File: config.mk
export PLATFORM = sky130hd
export DESIGN_NAME = mul_arbiter
export DESIGN_NICKNAME = d
export VERILOG_FILES = /design/src/rtl/mul_arbiter.sv
export SDC_FILE = /design/constraint.sdc
export NUM_CORES = 1
export LEC_CHECK = 0
export BUFFER_PORTS_ARGS = -buffer_cell sky130_fd_sc_hd__buf_2
export CORE_MARGIN = 2
export CORE_UTILIZATION = 35
export DETAILED_ROUTE_END_ITERATION = 10
export GPL_TIMING_DRIVEN = 1
export PLACE_DENSITY = 0.67
export SLEW_MARGIN = 20
export SYNTH_ARGS = -nofsm -noshare
export SYNTH_HDL_FRONTEND = slang
export SYNTH_SLANG_ARGS = --single-unit
export TNS_END_PERCENT = 1
File: constraint.sdc
create_clock -name clk -period 3.37 [get_ports clk]
set_clock_uncertainty 0.05 [all_clocks]
set_input_delay 0.337 -clock clk [delete_from_list [all_inputs] [get_ports clk]]
set_output_delay 0.337 -clock clk [all_outputs]
set_load 0.02 [all_outputs]
File: src/rtl/mul_arbiter.sv
// rtl/mul_arbiter.sv - round-robin two-client scheduler for the shared shift-add multiplier
module mul_arbiter #(
    parameter int SIZE    = 32,
    parameter int TIMEOUT = 255,
    parameter int TW      = 8
) (
    input  logic              clk,
    input  logic              reset,
    input  logic              req0_valid,
    input  logic [SIZE-1:0]   req0_a,
    input  logic [SIZE-1:0]   req0_b,
    output logic              req0_ready,
    output logic              req0_done,
    output logic              req0_err,
    input  logic              req1_valid,
    input  logic [SIZE-1:0]   req1_a,
    input  logic [SIZE-1:0]   req1_b,
    output logic              req1_ready,
    output logic              req1_done,
    output logic              req1_err,
    output logic [2*SIZE-1:0] rsp_prod,
    output logic [SIZE-1:0]   mul_a,
    output logic [SIZE-1:0]   mul_b,
    output logic              mul_valid,
    output logic              mul_ack,
    output logic              mul_rst,
    input  logic [2*SIZE-1:0] mul_prod,
    input  logic              mul_done,
    input  logic              mul_ret_ack
);
    typedef enum logic [2:0] {IDLE, WAIT_DONE, WAIT_RACK, RESP, ABORT} state_t;

    localparam logic [TW-1:0] WDOG_LAST = TW'(TIMEOUT - 1);

    state_t            state_q, state_d;
    logic              last_grant_q, last_grant_d;
    logic              owner_q, owner_d;
    logic [TW-1:0]     wdog_q, wdog_d;
    logic [SIZE-1:0]   mul_a_q, mul_a_d, mul_b_q, mul_b_d;
    logic [2*SIZE-1:0] rsp_prod_q, rsp_prod_d;
    logic [1:0]        ready_q, ready_d, done_q, done_d, err_q, err_d;
    logic              mul_valid_q, mul_valid_d;
    logic              mul_ack_q, mul_ack_d;
    logic              mul_rst_q, mul_rst_d;

    logic              grant1;
    logic [1:0]        owner_oh;

    // Contention goes to the client that was not served last.
    assign grant1   = req1_valid & (~req0_valid | ~last_grant_q);
    assign owner_oh = owner_q ? 2'b10 : 2'b01;

    always_comb begin
        state_d      = state_q;
        last_grant_d = last_grant_q;
        owner_d      = owner_q;
        wdog_d       = wdog_q;
        mul_a_d      = mul_a_q;
        mul_b_d      = mul_b_q;
        rsp_prod_d   = rsp_prod_q;
        ready_d      = 2'b00;
        done_d       = 2'b00;
        err_d        = 2'b00;
        mul_valid_d  = 1'b0;
        mul_ack_d    = 1'b0;
        mul_rst_d    = 1'b0;
        case (state_q)
            IDLE: begin
                if (req0_valid | req1_valid) begin
                    owner_d      = grant1;
                    last_grant_d = grant1;
                    mul_a_d      = grant1 ? req1_a : req0_a;
                    mul_b_d      = grant1 ? req1_b : req0_b;
                    wdog_d       = '0;
                    ready_d      = grant1 ? 2'b10 : 2'b01;
                    mul_valid_d  = 1'b1;
                    state_d      = WAIT_DONE;
                end
            end
            WAIT_DONE: begin
                if (mul_done) begin
                    rsp_prod_d = mul_prod;
                    mul_ack_d  = 1'b1;
                    wdog_d     = '0;
                    state_d    = WAIT_RACK;
                end else if (wdog_q == WDOG_LAST) begin
                    mul_rst_d  = 1'b1;
                    done_d     = owner_oh;
                    err_d      = owner_oh;
                    rsp_prod_d = '0;
                    state_d    = ABORT;
                end else begin
                    wdog_d      = wdog_q + TW'(1);
                    mul_valid_d = 1'b1;
                end
            end
            WAIT_RACK: begin
                if (mul_ret_ack) begin
                    done_d  = owner_oh;
                    state_d = RESP;
                end else if (wdog_q == WDOG_LAST) begin
                    mul_rst_d  = 1'b1;
                    done_d     = owner_oh;
                    err_d      = owner_oh;
                    rsp_prod_d = '0;
                    state_d    = ABORT;
                end else begin
                    wdog_d    = wdog_q + TW'(1);
                    mul_ack_d = 1'b1;
                end
            end
            RESP:    state_d = IDLE;
            ABORT:   state_d = IDLE;
            default: state_d = IDLE;
        endcase
    end

    always_ff @(posedge clk) begin
        if (reset) begin
            state_q      <= IDLE;
            last_grant_q <= 1'b1;
            owner_q      <= 1'b0;
            wdog_q       <= '0;
            mul_a_q      <= '0;
            mul_b_q      <= '0;
            rsp_prod_q   <= '0;
            ready_q      <= 2'b00;
            done_q       <= 2'b00;
            err_q        <= 2'b00;
            mul_valid_q  <= 1'b0;
            mul_ack_q    <= 1'b0;
            mul_rst_q    <= 1'b0;
        end else begin
            state_q      <= state_d;
            last_grant_q <= last_grant_d;
            owner_q      <= owner_d;
            wdog_q       <= wdog_d;
            mul_a_q      <= mul_a_d;
            mul_b_q      <= mul_b_d;
            rsp_prod_q   <= rsp_prod_d;
            ready_q      <= ready_d;
            done_q       <= done_d;
            err_q        <= err_d;
            mul_valid_q  <= mul_valid_d;
            mul_ack_q    <= mul_ack_d;
            mul_rst_q    <= mul_rst_d;
        end
    end

    assign req0_ready = ready_q[0];
    assign req1_ready = ready_q[1];
    assign req0_done  = done_q[0];
    assign req1_done  = done_q[1];
    assign req0_err   = err_q[0];
    assign req1_err   = err_q[1];
    assign rsp_prod   = rsp_prod_q;
    assign mul_a      = mul_a_q;
    assign mul_b      = mul_b_q;
    assign mul_valid  = mul_valid_q;
    assign mul_ack    = mul_ack_q;
    assign mul_rst    = mul_rst_q;
endmodule

# --- Yosys cells after proc, flatten, opt, wreduce, memory -nomap -nowiden ---
# Cells that the tools add are included.
totals:
  register_bits: 150
  inputBits: 198
  output_inout_bits: 137
  wordCells: 68
op_classes:
  n_addsub: 1
  n_eq_ne: 5
  muxes: 35
  bitwise_logic: 7
  n_reduce_logical: 7
ops:
  columns: ["op", "count"]
  rows:
  - ["$mux W64", 3]
  - ["$pmux W64 S2", 1]
  - ["$mux W32", 2]
  - ["$mux W8", 4]
  - ["$pmux W8 S3", 1]
  - ["$mux W2", 6]
  - ["$mux W3", 4]
  - ["$pmux W3 S3", 1]
  - ["$add A8 B1 Y8 const B", 1]
  - ["$eq A8 B8 Y1 const B", 1]
  - ["$mux W1", 8]
  - ["$pmux W2 S2", 2]
  - ["$pmux W1 S2", 3]
  - ["$ne A2 B2 Y1 const B", 2]
  - ["$not A1 Y1", 4]
  - ["$reduce_and A2 Y1", 2]
  - ["$eq A3 B1 Y1 const B", 1]
  - ["$eq A3 B2 Y1 const B", 1]
  - ["$logic_not A3 Y1", 1]
  - ["$reduce_and A3 Y1", 1]
  - ["$reduce_bool A3 Y1", 1]
  - ["$reduce_or A3 Y1", 1]
  - ["$or A1 B1 Y1", 2]
  - ["$reduce_bool A2 Y1", 1]
  - ["$and A1 B1 Y1", 1]

# --- Logic depth before layout (Yosys ltp) ---
# Gate-level depths: netlist (run 1).
depth:
  word_depth: 4
  mapped_depth: 8
  mapped_depth_nobuf: 6

# --- Least setup slack after synthesis (run 1) ---
# No wires, ideal clock.
synth_path:
  kind: "register -> register"
  startpoint: "register wdog_q[0]"
  endpoint: "register wdog_q[2]"
  setup_ps: 117
  arrival_time_ps: 1455
  t_required_ps: 3203
  setup_slack_ps: 1747
  stages_incl_launch_ff: 9
  path_buffers: 2
  synth_period_minus_slack_ps: 1623
  path_cell_list: "dfxtp_1 > inv_1 > ha_1 > nand4_1 > or2_1 > clkbuf_1 > buf_2 > o21ai_0 > a32o_1"
synth_via:
  elab_chain_cells: 4
  elab_cells_between_ends: 6
  cone_classes: "add/sub: 1; eq/ne: 1; mux: 4"
synth_lines:
  columns: ["item", "line_no", "source"]
  rows:
  - ["start, declared", "38", "logic [TW-1:0] wdog_q, wdog_d;"]
  - ["start signal, assigned", "137", "wdog_q <= wdog_d;"]
  - ["$add A8 B1 Y8 / $eq A8 B8 Y1 (equally long branches)", null, null]
  - ["$mux W8 *", "86, 101", null]
  - ["$mux W8 (on tied branches)", "98, 81", null]
  - ["$pmux W8 S3 *", "67", "case (state_q)"]
# Every way passes the cells marked *; elsewhere a longest branch is shown, timed or not. The select of a mux whose other input is x is not followed.
# A chain may end at the register's enable or synchronous reset.

# --- Worst setup path after layout (run 1) ---
layout_path:
  startpoint: "register state_q[0]"
  endpoint: "register rsp_prod_q[16], in the netlist rsp_prod[16]"
layout_via:
  elab_chain_cells: 3
  elab_cells_between_ends: 6
  cone_classes: "eq/ne: 3; mux: 1; reduce/logical: 2"
layout_lines:
  columns: ["item", "line_no", "source"]
  rows:
  - ["start, declared", "35", "state_t state_q, state_d;"]
  - ["start signal, assigned", "134", "state_q <= state_d;"]
  - ["$eq A3 B2 Y1 / $eq A3 B1 Y1 (equally long branches)", "67", null]
  - ["$ne A2 B2 Y1 (no source line) / $reduce_bool A2 Y1 (equally long branches)", null, null]
  - ["$reduce_and A2 Y1 (no source line)", null, null]
  - ["end signal, assigned", "140", "rsp_prod_q <= rsp_prod_d;"]
  - ["end, declared", "40", "logic [2*SIZE-1:0] rsp_prod_q, rsp_prod_d;"]
# Parallel ways exist; a longest one is shown, timed or not.

==> results of run 1 <==
Yosys cell counts, drive strengths merged (4+ instances only):
| library cell | count |
|---|---|
| a21oi | 9 |
| a222oi | 16 |
| a22o | 66 |
| a22oi | 32 |
| a32o | 4 |
| buf | 36 |
| clkbuf | 7 |
| dfxtp | 150 |
| inv | 4 |
| nand2 | 68 |
| nand3 | 7 |
| nor2 | 37 |
| nor3 | 22 |
| o21ai | 14 |
| o22ai | 18 |
worst max-delay path, stage by stage, from the launching register on:
cell and delay, ns:
sky130_fd_sc_hd__dfxtp_1 0.68, sky130_fd_sc_hd__nor2b_4 0.08, sky130_fd_sc_hd__a21o_1 0.22, sky130_fd_sc_hd__a31oi_4 0.61, sky130_fd_sc_hd__buf_4 0.37, sky130_fd_sc_hd__a22o_1 0.18
kinds of logic (layout without fill, tap and decap cells):
kind of cell | after synthesis | in the layout
AO/OA/AOI/OAI | 170 | 170
AND/OR/NAND/NOR | 158 | 158
flip-flops | 150 | 150
buffers and inverters | 48 | 379
adder cells (fa/ha/maj) | 2 | 2
other | 0 | 1
power by group through the flow:
stage                     Clock [W]  Sequential (W)  Combinational (W)
after floorplan                   0         0.00222           0.000362
after CTS                   0.00183         0.00202           0.000847
after global routing        0.00191         0.00204           0.000914
after detailed placement          0         0.00206           0.000844
after global placement            0         0.00206           0.000837
final                       0.00178         0.00203           0.000839
routing by layer:
metal	wire, microns	global-route usage (%)	vias to the layer above
li1	-	-	2616
met1	7050	23.3	2479
met2	8780	34.9	254
met3	1620	7.23	16
met4	252	6.46	2
met5	16	0	-
registers in the layout, indices dropped and copies added (netlist names):
name and flops:
rsp_prod 64, mul_a 32, mul_b 32, wdog_q 8, state_q 3, done_q 2
err_q 2, ready_q 2, last_grant_q 1, mul_ack 1, mul_rst 1, mul_valid 1
owner_q 1
path summary, 6_finish.rpt:
path                                     end  slack, ns    startpoint  cells past startpoint
worst max-delay path            rsp_prod[16]       1.11    state_q[0]                      5
worst min-delay path               mul_a[10]       0.06    req1_a[10]                      3
worst max register to register  rsp_prod[16]       1.11    state_q[0]                      5
worst min register to register  rsp_prod[27]       0.41  rsp_prod[27]                      1
final cells by class:
| class | count | area (sq um) |
|---|---|---|
| Clock inverter | 15 | 129 |
| Sequential cell | 150 | 3000 |
| Clock buffer | 17 | 425 |
| Inverter | 5 | 18.8 |
| Antenna cell | 1 | 2.50 |
| Multi-Input combinational cell | 330 | 2150 |
| Timing Repair Buffer | 342 | 1730 |
| Tap cell | 211 | 264 |
| Fill cell | 1498 | 7530 |
metrics by stage:
stage	hold WS (ns)	setup slack, ns
CTS	0.0354	1.09
floorplan	0.386	1.75
global route	0.0387	0.976
finish	0.0574	1.11
detailed placement	0.399	0.951
global placement	0.401	1.03
==> out/qor.txt, run 1 <==
============================================================================================
Worst min-delay path category                                                   input port to flop
Number of top-level design ports                                                         335
Multiplexer share of the synthesized area                                                 0%
Combinational share of power                                                           18.1%
1st-pass router iterations                                                                 5
Post CTS Setup Buffer Count                                                                0
Max-slew violations                                                                        0
Worst setup SP type                                                                     flop
Number of buffers inserted for hold repair after clock tree synthesis                      0
Top post-synthesis cells by area                                                sky130_fd_sc_hd__dfxtp_1, sky130_fd_sc_hd__a22o_1, sky130_fd_sc_hd__nand2_1, sky130_fd_sc_hd__a22oi_1, sky130_fd_sc_hd__a222oi_1
TritonCTS buffer count                                                                    17
Overall die width                                                                129 microns
Antenna violations before repair                                                           2
Proportion of synthesized chip area in sequential cells                                54.9%
Adder and majority gate portion of the synthesized area                               0.457%
Maximum VDD drop                                                                    0.364 mV
Number of global-route vias before repair                                              4,927
Power Dens Cells                                                                 601 nW/um^2
Main combinational cell family by area after synthesis                          compound AO/OA/AOI/OAI gates
# placed instances                                                                     1,038
Post-Synthesis Cells                                                                     528
CTS resizes                                                                                0
Proportion of netlist area held by the largest area contributor                        54.9%
FP Rows                                                                                   45
Data arrival at the endpoint of the critical path                                    2.56 ns
Number of enable flip-flop cells after synthesis                                           0
Synthesized Nets                                                                         728
Post-Synth XOR/XNOR Area                                                                  0%
Hold Violations, Final                                                                     0
Compound-Gate Fraction of Synth Area                                                   24.8%
Most frequent cells in the layout                                               sky130_fd_sc_hd__buf_2, sky130_fd_sc_hd__dfxtp_1, sky130_fd_sc_hd__nand2_1
Net switching power figure                                                         0.00136 W
CP Max Fanout                                                                             25
Total GRT Usage                                                                        20.1%
Clock root buffer master                                                        sky130_fd_sc_hd__clkbuf_16
Synth Area per Inst                                                               10.4 sq um
First-pass GRT wire length                                                      26,000 microns
Buffers from clock root to sink, at most                                                   2
Int Pwr                                                                            0.00328 W
CTS tree                                                                                 yes
Routability cong.                                                                      0.793
Count of routing violations after the opening detailed-route iteration                   358
LEAKAGE                                                                              3.83 nW
Post-route antenna net violation count                                                     0
Fraction of synthesis flops using an asynchronous set or reset pin                        0%
Post-DR wirelength/cell                                                         16.5 microns
Total length of routed wires                                                    17,700 microns
Placeable Area                                                                  15,300 sq um
Switching Share                                                                        29.3%
Vias per std cell                                                                       5.01
Slew headroom                                                                          45.3%
Number of H-tree levels                                                                    4
Total via count in the routed design                                                   5,367
Most common cell after layout, fill and taps aside                              sky130_fd_sc_hd__buf_2
Min Tclk post-route                                                                  2.26 ns
Highest achievable clock rate                                                      0.442 GHz
CP endpoint kind                                                                        flop
Post-detailed-placement cell area                                                 7170 sq um
# nets final                                                                           1,046
HPWL reported at the end of detailed placement                                  12,900 microns
Share of power burned in the clock network                                             38.4%
Fraction of layout cells with a size suffix above 1                                    45.2%
Run status                                                                      finished, final reports clean
Setup total negative slack                                                              0 ns
Largest area contributor in the netlist                                         sky130_fd_sc_hd__dfxtp_1
Maximum number of pins on one net before global-route repair                              38
Initial standard-cell utilization of the core                                          35.9%
Flop and latch count out of synthesis                                                    150
Area of the die                                                                 16,700 sq um
Fraction of the core area covered by cells at the end of the flow                      50.7%
Basic-gate share of the synthesized area counting and, or, nand and nor cells          14.0%
Number of violations of the max-capacitance limit                                          0
Top FF cell, synth                                                              sky130_fd_sc_hd__dfxtp_1
Required arrival time at the worst endpoint                                          3.67 ns
Synthesis-to-layout area growth                                                        41.2%
Clock latency on the worst-skew pair                                                 0.41 ns
Die boundary height                                                              129 microns
Total power after layout                                                           0.00465 W
Port Buf Inserts                                                                         334
Number of cells in the finished layout apart from fillers                              1,071
Kind of critical path                                                           flop to flop
Clock sink total                                                                         150
Measured slew at the worst slew-check pin                                           0.820 ns
Remaining design rule violation count                                                      0
Tcrit/Tclk final                                                                       67.1%
Total standard cell area after synthesis                                          5470 sq um
Sequential fraction of design power                                                    43.6%
Library cells used by synthesis                                                           48
Post-route standard cell area excluding fillers                                   7730 sq um
Clock slew at reported path FFs                                                      0.06 ns
Count of final setup violators                                                             0
Synth warnings                                                                             0
Setup repair after global routing missed its margin                                       no
Leftover overflow at the end of global routing                                             0
============================================================================================
Power figures use the tool's default switching activity.
==> inputs of run 2 (changes only) <==
==> constraint.sdc (replaced) <==
create_clock -name clk -period 2.3 [get_ports clk]
set_clock_uncertainty 0.05 [all_clocks]
set_input_delay 0.23 -clock clk [delete_from_list [all_inputs] [get_ports clk]]
set_output_delay 0.23 -clock clk [all_outputs]
set_load 0.02 [all_outputs]
==> run 2 against run 1 <==
Compared with the run above:
- flip-flop and latch count stayed put
- core utilization grew 9.9 points
- register-to-register slack lost 1.0 ns
- critical path depth up 1
- via count rose by 15%
- final cell count grew 13%
- power is 59% higher
- worst hold slack worse by 0.042 ns
- clock power grew 64%
- largest cell class is now buffers
==> out/qor.txt, run 2 (synthesized netlist as in run 1, its figures left out) <==
=====================================================================================
Setup total negative slack                                                       0 ns
Buffers from clock root to sink, at most                                            2
Leftover overflow at the end of global routing                                      0
Vias per std cell                                                                5.07
LEAKAGE                                                                       4.50 nW
Reg area                                                                   3000 sq um
Max-slew violations                                                                 0
Register-to-register setup slack                                              0.10 ns
Maximum VDD drop                                                             0.532 mV
Clock slew at reported path FFs                                               0.07 ns
Remaining design rule violation count                                               0
Worst-case reg-to-reg path depth                                                    6
Combinational share of power                                                    20.3%
Slew headroom                                                                   60.2%
Clock latency on the worst-skew pair                                          0.42 ns
Hold Violations, Final                                                              0
Initial standard-cell utilization of the core                                   35.9%
Measured slew at the worst slew-check pin                                    0.597 ns
Number of global-route vias before repair                                       6,049
Total length of routed wires                                             21,100 microns
Run status                                                               finished, final reports clean
# nets final                                                                    1,187
Clock root buffer master                                                 sky130_fd_sc_hd__clkbuf_16
Worst setup SP type                                                              flop
Top cell by count, worst path                                            sky130_fd_sc_hd__nand2_1
Highest achievable clock rate                                               0.455 GHz
Fraction of layout cells with a size suffix above 1                             39.2%
Required arrival time at the worst endpoint                                   2.61 ns
Die boundary height                                                       129 microns
Switching Share                                                                 28.2%
WHS                                                                         0.0155 ns
Sequential fraction of design power                                             40.2%
Area of the die                                                          16,700 sq um
1st-pass router iterations                                                          7
Number of top-level design ports                                                  335
Cell-by-cell trace of the critical path                                  nor3_4 -> and4_1 -> buf_4 -> nand2_1 -> nand2_1 -> dlygate4sd3_1
CP Max Fanout                                                                      29
TritonCTS buffer count                                                             17
Post-DR wirelength/cell                                                  17.4 microns
Total GRT Usage                                                                 24.2%
CTS tree                                                                          yes
Number of H-tree levels                                                             4
Total via count in the routed design                                            6,154
Number of violations of the max-capacitance limit                                   0
Kind of critical path                                                    flop to flop
Worst min-delay path category                                            input port to flop
Startpoint of the most critical setup path                                 state_q[1]
Setup repair after global routing missed its margin                                no
Worst Hold Path Cells                                                               3
Synthesis-to-layout area growth                                                 68.7%
HPWL reported at the end of detailed placement                           13,000 microns
Antenna violations before repair                                                    2
Smallest setup slack after layout                                            0.102 ns
Routability cong.                                                               0.771
Most frequent cells in the layout                                        sky130_fd_sc_hd__buf_2, sky130_fd_sc_hd__dfxtp_1, sky130_fd_sc_hd__dlygate4sd3_1
Share of power burned in the clock network                                      39.5%
Multi-input gate area in the final layout                                  2150 sq um
Launch point of the worst reg-to-reg path                                  state_q[1]
Number of flip-flops in the largest register                                       64
Pre-CTS setup slack                                                          0.421 ns
Int Pwr                                                                     0.00530 W
Overall die width                                                         129 microns
Placeable Area                                                           15,300 sq um
FP Rows                                                                            45
Worst setup endpoint                                                        mul_a[25]
Crit path max-delay cell type                                            sky130_fd_sc_hd__dlygate4sd3_1
Number of fillers in the final layout                                           1,217
CP endpoint kind                                                                 flop
Count of routing violations after the opening detailed-route iteration            434
First-pass GRT wire length                                               31,300 microns
Post-route antenna net violation count                                              0
Most common cell after layout, fill and taps aside                       sky130_fd_sc_hd__buf_2
Count of final setup violators                                                      0
Maximum number of pins on one net before global-route repair                       65
Crit path largest cell delay                                                  0.56 ns
Power Dens Cells                                                          801 nW/um^2
Port Buf Inserts                                                                  334
Clock sink total                                                                  150
Min Tclk post-route                                                           2.20 ns
Net switching power figure                                                  0.00209 W
Tcrit/Tclk final                                                                95.6%
Data arrival at the endpoint of the critical path                             2.51 ns
Critical R2R Capture                                                        mul_a[25]
=====================================================================================
## run 2: critical path, delay by kind of cell (launching register included)
family                 cells  cell delay [ns]
and+or+nand+nor            4             0.78
buffers and inverters      2             0.87
DFF                        1             0.43
## run 2: final cells by class
cell class	count	area share, %
clock inverters	12	1.78
repair buffers	483	34.2
inverters	5	0.203
clock buffers	20	4.95
flip-flops and latches	150	32.5
well taps	211	2.86
diodes	4	0.108
multi-input cells	330	23.3
## run 2: worst min-delay path by stage
stage / startpoint / endpoint
final: req1_b[20] / mul_b[20]
after floorplan: req1_a[0] / mul_a[0]
after detailed placement: req1_a[29] / mul_a[29]
after global placement: req1_b[23] / mul_b[23]
after CTS: req0_b[30] / mul_b[30]
after global routing: mul_prod[29] / rsp_prod[29]
## run 2: power groups by stage
stage	sequential [W]	combinational [W]	clock (W)
after CTS	0.00296	0.00148	0.00298
after floorplan	0.00326	0.000531	0
after detailed placement	0.00301	0.00125	0
after global placement	0.00301	0.00124	0
after global routing	0.00299	0.00162	0.00308
final	0.00297	0.00150	0.00292
## run 2: routing by layer
layer | GRT usage, % | vias up | part of all wire [%]
met5 | 0 | - | 0
met4 | 8.82 | 0 | 2.3
met3 | 7.80 | 32 | 8.3
met2 | 44.0 | 320 | 52
met1 | 26.4 | 2895 | 38
li1 | - | 2907 | -
## run 2: per-stage QoR
| step | util (%) | cells | cell area, sq um | total power, W |
|---|---|---|---|---|
| detailed placement | 47.3 | 1041 | 7220 | 0.00427 |
| global placement | 47.3 | 1041 | 7220 | 0.00426 |
| CTS | 60.4 | 1210 | 9210 | 0.00742 |
| finish | 60.5 | 1215 | 9230 | 0.00739 |
| global route | 60.5 | 1213 | 9230 | 0.00770 |
| floorplan | - | 528 | 5470 | 0.00379 |
## run 2: repair_timing
action | 4_1_cts | 5_1_grt
endpoints found under the setup margin | 0 | 23
endpoints found under the hold margin | 110 | 0
buffers inserted | 0 | 1
gates resized for setup | 0 | 2
hold buffers | 137 | 0
